`src/rtl/mem_arbiter.sv`:
```
// Two-port word arbiter and sequencer in front of the mems container (lomem/pmon/himem).
// Define MEM_ARB_FIXED_PRIO_EN for fixed port-0 priority; default build uses round-robin.
module mem_arbiter #(
    parameter int unsigned WIDTH      = 32,
    parameter int unsigned LOMEM_SIZE = 65536,
    parameter logic [31:0] PMON_BASE  = 32'h0000_F000,
    parameter int unsigned PMON_SIZE  = 4096,
    parameter logic [31:0] HIMEM_BASE = 32'h0001_0000,
    parameter int unsigned HIMEM_SIZE = 65536
) (
    input  logic             clk,
    input  logic             reset,
    input  logic             req0,
    input  logic             req1,
    input  logic             wen0,
    input  logic             wen1,
    input  logic [31:0]      addr0,
    input  logic [31:0]      addr1,
    input  logic [WIDTH-1:0] din0,
    input  logic [WIDTH-1:0] din1,
    output logic             ack0,
    output logic             ack1,
    output logic             err0,
    output logic             err1,
    output logic [WIDTH-1:0] dout0,
    output logic [WIDTH-1:0] dout1,
    output logic [31:0]      mem_addr,
    output logic [WIDTH-1:0] mem_din,
    output logic             mem_wen,
    output logic             cs_lomem,
    output logic             cs_pmon,
    output logic             cs_himem,
    input  logic [WIDTH-1:0] mem_dout
);

    typedef enum logic [1:0] {
        IDLE,
        ACCESS,
        RESP
    } state_t;

    // Bounds are widened to 33 bits so base+size never wraps at the top of the address space.
    localparam logic [32:0] LOMEM_HI = 33'(LOMEM_SIZE);
    localparam logic [32:0] PMON_LO  = {1'b0, PMON_BASE};
    localparam logic [32:0] PMON_HI  = {1'b0, PMON_BASE} + 33'(PMON_SIZE);
    localparam logic [32:0] HIMEM_LO = {1'b0, HIMEM_BASE};
    localparam logic [32:0] HIMEM_HI = {1'b0, HIMEM_BASE} + 33'(HIMEM_SIZE);
    localparam bit          HIMEM_EN = (HIMEM_SIZE != 0);

    state_t           state;
    logic             owner;
    logic             err_flag;
    logic             rd_flag;
`ifndef MEM_ARB_FIXED_PRIO_EN
    logic             rr_last;
`endif

    logic             grant;
    logic [31:0]      sel_addr;
    logic [WIDTH-1:0] sel_din;
    logic             sel_wen;
    logic [32:0]      wide_addr;
    logic             hit_pmon;
    logic             hit_lomem;
    logic             hit_himem;
    logic             mapped;

    // Pick the winning port and decode its address; pmon shadows the top of lomem.
    always_comb begin
        grant = 1'b0;
`ifdef MEM_ARB_FIXED_PRIO_EN
        grant = !req0;
`else
        if (req0 && req1) begin
            grant = !rr_last;
        end else begin
            grant = !req0;
        end
`endif
        sel_addr  = grant ? addr1 : addr0;
        sel_din   = grant ? din1  : din0;
        sel_wen   = grant ? wen1  : wen0;
        wide_addr = {1'b0, sel_addr};
        hit_pmon  = (wide_addr >= PMON_LO) && (wide_addr < PMON_HI);
        hit_lomem = !hit_pmon && (wide_addr < LOMEM_HI);
        hit_himem = !hit_pmon && !hit_lomem && HIMEM_EN &&
                    (wide_addr >= HIMEM_LO) && (wide_addr < HIMEM_HI);
        mapped    = hit_pmon || hit_lomem || hit_himem;
    end

    // Sequencer: grant in IDLE, hold the bus one cycle in ACCESS, respond in RESP.
    always_ff @(posedge clk or posedge reset) begin
        if (reset) begin
            state    <= IDLE;
            owner    <= 1'b0;
            err_flag <= 1'b0;
            rd_flag  <= 1'b0;
`ifndef MEM_ARB_FIXED_PRIO_EN
            rr_last  <= 1'b1;
`endif
            ack0     <= 1'b0;
            ack1     <= 1'b0;
            err0     <= 1'b0;
            err1     <= 1'b0;
            dout0    <= '0;
            dout1    <= '0;
            mem_addr <= '0;
            mem_din  <= '0;
            mem_wen  <= 1'b0;
            cs_lomem <= 1'b0;
            cs_pmon  <= 1'b0;
            cs_himem <= 1'b0;
        end else begin
            case (state)
                IDLE: begin
                    ack0  <= 1'b0;
                    ack1  <= 1'b0;
                    err0  <= 1'b0;
                    err1  <= 1'b0;
                    dout0 <= '0;
                    dout1 <= '0;
                    if (req0 || req1) begin
                        owner    <= grant;
                        err_flag <= !mapped;
                        rd_flag  <= !sel_wen;
                        mem_addr <= sel_addr;
                        mem_din  <= sel_din;
                        mem_wen  <= sel_wen && mapped;
                        cs_lomem <= hit_lomem;
                        cs_pmon  <= hit_pmon;
                        cs_himem <= hit_himem;
`ifndef MEM_ARB_FIXED_PRIO_EN
                        rr_last  <= grant;
`endif
                        state    <= ACCESS;
                    end
                end
                ACCESS: begin
                    mem_wen  <= 1'b0;
                    cs_lomem <= 1'b0;
                    cs_pmon  <= 1'b0;
                    cs_himem <= 1'b0;
                    state    <= RESP;
                end
                RESP: begin
                    ack0  <= !owner;
                    ack1  <= owner;
                    err0  <= !owner && err_flag;
                    err1  <= owner && err_flag;
                    dout0 <= (!owner && rd_flag && !err_flag) ? mem_dout : '0;
                    dout1 <= (owner && rd_flag && !err_flag) ? mem_dout : '0;
                    state <= IDLE;
                end
                default: begin
                    state <= IDLE;
                end
            endcase
        end
    end

endmodule
```
`config.mk`:
```
export PLATFORM = sky130hd
export DESIGN_NAME = mem_arbiter
export DESIGN_NICKNAME = d
export VERILOG_FILES = /design/src/rtl/mem_arbiter.sv
export SDC_FILE = /design/constraint.sdc
export NUM_CORES = 1
export LEC_CHECK = 0
export ABC_AREA = 1
export BUFFER_PORTS_ARGS = -buffer_cell sky130_fd_sc_hd__buf_4
export CORE_MARGIN = 2
export CORE_UTILIZATION = 38
export CTS_CLUSTER_SIZE = 30
export DETAILED_ROUTE_END_ITERATION = 7
export PLACE_DENSITY = 0.79
export SLEW_MARGIN = 20
export SYNTH_ARGS = -nofsm -noshare
export SYNTH_HDL_FRONTEND = slang
export SYNTH_SLANG_ARGS = --single-unit
export TNS_END_PERCENT = 100
```
`constraint.sdc`:
```
create_clock -name clk -period 7.8 [get_ports clk]
set_input_delay 0.39 -clock clk [delete_from_list [all_inputs] [get_ports clk]]
set_output_delay 0.39 -clock clk [all_outputs]
set_load 0.01 [all_outputs]
```
==> run_results.csv <==
group,metric,value,unit
critical_path,crit_path_top_delay_cell,"inv_2",
placed_design,preCtsSetupSlack,5.13,ns
detailed_routing,finalWirelength,18600,µm
critical_path,critPathBufInv,2,
cts,cts.sinks,142,
global_routing,grt_antenna_before_repair,0,
synth,synth_top_area_cell,"dfrtp_1",
global_routing,grt_max_degree,84,
synth,avgSynthCellArea,8.57,µm²
cts,post_cts.repair.setup_buffers,0,
synth,synthTopCellsByArea,"dfrtp_1 (59%), nand2_1 (14%), a21oi_1 (7.3%), o21ai_0 (7.1%), nor2_1 (3.9%)",
flow_run,maxCapViolations,0,
synth,synth_compound_area_share,15.4,%
sta,worstMarginPinSlew,1.05,ns
sta,setup_violations,0,
global_routing,grt_overflow,0,
cts,cts.reportedPaths.clkPinSlew,0.06,ns
synth,muxShareOfSynthArea,0,%
synth,syn_nets,870,
global_routing,grt_use_total,21.6,%
finish,area.growth.synth_to_final,48.4,%
synth,synthTopCellsByCount,"nand2_1 (222), dfrtp_1 (141), a21oi_1 (88)",
cts,holdBufCountCts,0,
pwr,worst_ir_drop_vdd,0.000217,V
placed_design,gp_congestion,0.793,
sta,rsz0062_at_grt,"no",
synth,ys_ff_latch,142,
sta,max_slew_margin,30.1,%
finish,design_area,8950,µm²
finish,drive_gt1_share,35.1,%
cts,cts_resized,0,
sta,fin_setup_tns,0,ns
pwr,clkPwrFrac,25.1,%
pwr,seq_power_share,37.8,%
detailed_routing,routedWlPerCell,15.3,µm
floorplanning,start_util,38.4,%
critical_path,path_max_fanout,53,
synth,synthCells,704,
critical_path,worstPathCellList,"inv_1 > nand2_2 > nand2_2 > inv_2 > o21ai_0 > nor3_1 > nand3_1 > nand2_1",
synth,yosysWarnings,0,
cts,tritoncts,"yes",
sta,final_hold_viol_count,0,
sta,skew,0.0116,ns
floorplanning,row_count,46,
sta,fin_crit_sh,31.3,%
critical_path,critPathCaptureType,"register",
floorplanning,die_height,130,µm
run_status,status,"finished clean",
synth,synthesis.area,6030,µm²
detailed_routing,vias_per_cell,4.83,
synth,synthSimpleGateAreaFrac,20.3,%
global_routing,grt_pass1_vias,5700,
pwr,p_switching,1.18,mW
finish,n_antenna_cell,0,
pwr,swShare,38.7,%
floorplanning,die_x,130,µm
synth,synth_xor_area_share,0,%
pwr,pwr-share-comb,37.0,%
sta,period_minus_slack,2.44,ns
synth,ys_types,22,
critical_path,ff2ff_path_depth,8,
synth,synthArstFlopShare,100,%
global_routing,grt_first_pass_wirelength,28500,µm
detailed_routing,drtPass1Iterations,5,
sta,fmax,0.410,GHz
synth,synthFlopType,"dfrtp_1",
critical_path,cp.depth,8,
critical_path,slowest_delay,0.67,ns
detailed_routing,drt_iter0_drc,367,
pwr,p_int,1.87,mW
placed_design,portBuffers,301,
detailed_routing,vias,5844,
synth,synth-seq-area-share,58.9,%
cts,cts_buffers,17,
floorplanning,num_io_pins,302,
critical_path,worst_setup_path_start_kind,"register",
placed_design,hpwl,12900,µm
floorplanning,dieArea,16900,µm²
critical_path,worstSetupPathType,"register to register",
synth,synth_edf_count,0,
synth,synth.most_common_cell,"nand2_1",
finish,fin_nets,1148,
synth,yosys.area_share.adder,0,%
critical_path,critPathTopFamily,"simple AND/OR/NAND/NOR gates",
cts,worst_skew_pair.late_latency,0.42,ns
cts,cts_buffer_depth,2,
floorplanning,core-area,15700,µm²
finish,postLayoutCoreUtil,57.0,%
pwr,p_leak,4.49,nW
sta,slew_violations,0,
critical_path,cp.required,8.16,ns
hold_path,hold_class,"input port to asynchronous set/reset pin",
sta,worst_slack,5.36,ns
detailed_routing,drcViolationCount,0,
critical_path,cp.arrival,2.80,ns
cts,root_buffer,"clkbuf_16",
critical_path,cp_common_cell,"nand2_2",
synth,synth_top_family_by_area,"simple AND/OR/NAND/NOR gates",
placed_design,placed_area,8390,µm²
synth,yosys.area.top_type_share,58.5,%
pwr,power_density,340,nW/µm²
detailed_routing,ant_nets,0,
cts,htreeDepth,4,
-- worst register-to-register path: stages, from the launching register on --
cell and delay [ns]:
dfstp_2 0.52, inv_1 0.06, nand2_2 0.25, nand2_2 0.10
inv_2 0.67, o21ai_0 0.29, nor3_1 0.32, nand3_1 0.12
nand2_1 0.07
-- layout by cell type (no fill, tap or decap) --
cell	netlist	final
clkinv_4	0	5
clkbuf_16	0	17
dfstp_2	1	1
nor3_1	1	1
nor2_4	1	1
inv_2	2	2
a21oi_1	88	88
inv_1	24	23
nand3b_1	13	13
dfrtp_4	0	1
inv_6	0	6
o21ai_0	86	86
o21ai_4	0	1
clkinv_2	0	1
nand2_2	1	2
dfrtp_1	141	140
nor2_2	0	1
a31oi_1	3	3
clkinvlp_4	0	2
nand3_2	0	2
nand3_1	7	5
nor2_1	63	62
o21ai_1	2	2
nand2_1	222	221
inv_8	0	2
a32o_1	2	2
buf_4	7	305
-- path summary, 6_finish.rpt --
path                                      start                 endpoint  slack [ns]
setup / recovery            rr_last$_DFFE_PP1P_      cs_pmon$_DFFE_PP0P_        5.36
hold / removal                            reset   mem_din[1]$_DFFE_PP0P_        0.12
setup reg to reg            rr_last$_DFFE_PP1P_      cs_pmon$_DFFE_PP0P_        5.36
hold reg to reg            state[1]$_DFFE_PP0P_     state[1]$_DFFE_PP0P_        0.48
max in group asynchronous                 reset     state[0]$_DFFE_PP0P_        6.36
min in group clk                       addr0[0]  mem_addr[0]$_DFFE_PP0P_        0.22
-- state kept, by name (all words and copies together) (netlist names) --
register / flops
ack1: 1
err1: 1
err0: 1
dout1: 32
state: 2
mem_addr: 32
mem_wen: 1
err_flag: 1
mem_din: 32
dout0: 32
rd_flag: 1
cs_himem: 1
cs_pmon: 1
cs_lomem: 1
rr_last: 1
owner: 1
ack0: 1
-- cells by family after synthesis --
kind of cell,after synthesis
simple gates,308
compound gates,182
buf+inv,72
flops,142
-- final cells by class --
cell class	count	area (µm²)
sequential	142	3560
multi-input combinational	490	2180
inverter	26	103
fill	1438	6760
clock inverter	15	130
clock buffer	17	425
tap	216	270
timing repair buffer	305	2290
-- metal layers --
metal,global-route usage [%],wire length (µm),up-vias
met5,0,0,-
met4,7.21,268,0
met3,6.07,1320,25
met2,36.5,9430,230
met1,26.8,7540,2748
li1,-,-,2841
-- metrics by stage --
step / hold WS (ns) / cells / power [mW]
6_report: 0.120 / 1211 / 3.04
5_1_grt: 0.176 / 1211 / 3.24
4_1_cts: 0.132 / 1211 / 3.07
3_5_place_dp: 0.471 / 1179 / 2.30
3_3_place_gp: 0.463 / 1179 / 2.27
2_1_floorplan: 0.435 / 704 / 1.73
-- power by group through the flow --
stage | Clock, mW | Sequential [mW] | Combinational, mW
after CTS | 0.780 | 1.15 | 1.14
after detailed placement | 0 | 1.16 | 1.14
after global routing | 0.815 | 1.18 | 1.25
final | 0.765 | 1.15 | 1.13
after floorplan | 0 | 1.19 | 0.546
after global placement | 0 | 1.15 | 1.11
Power figures use the tool's default switching activity.
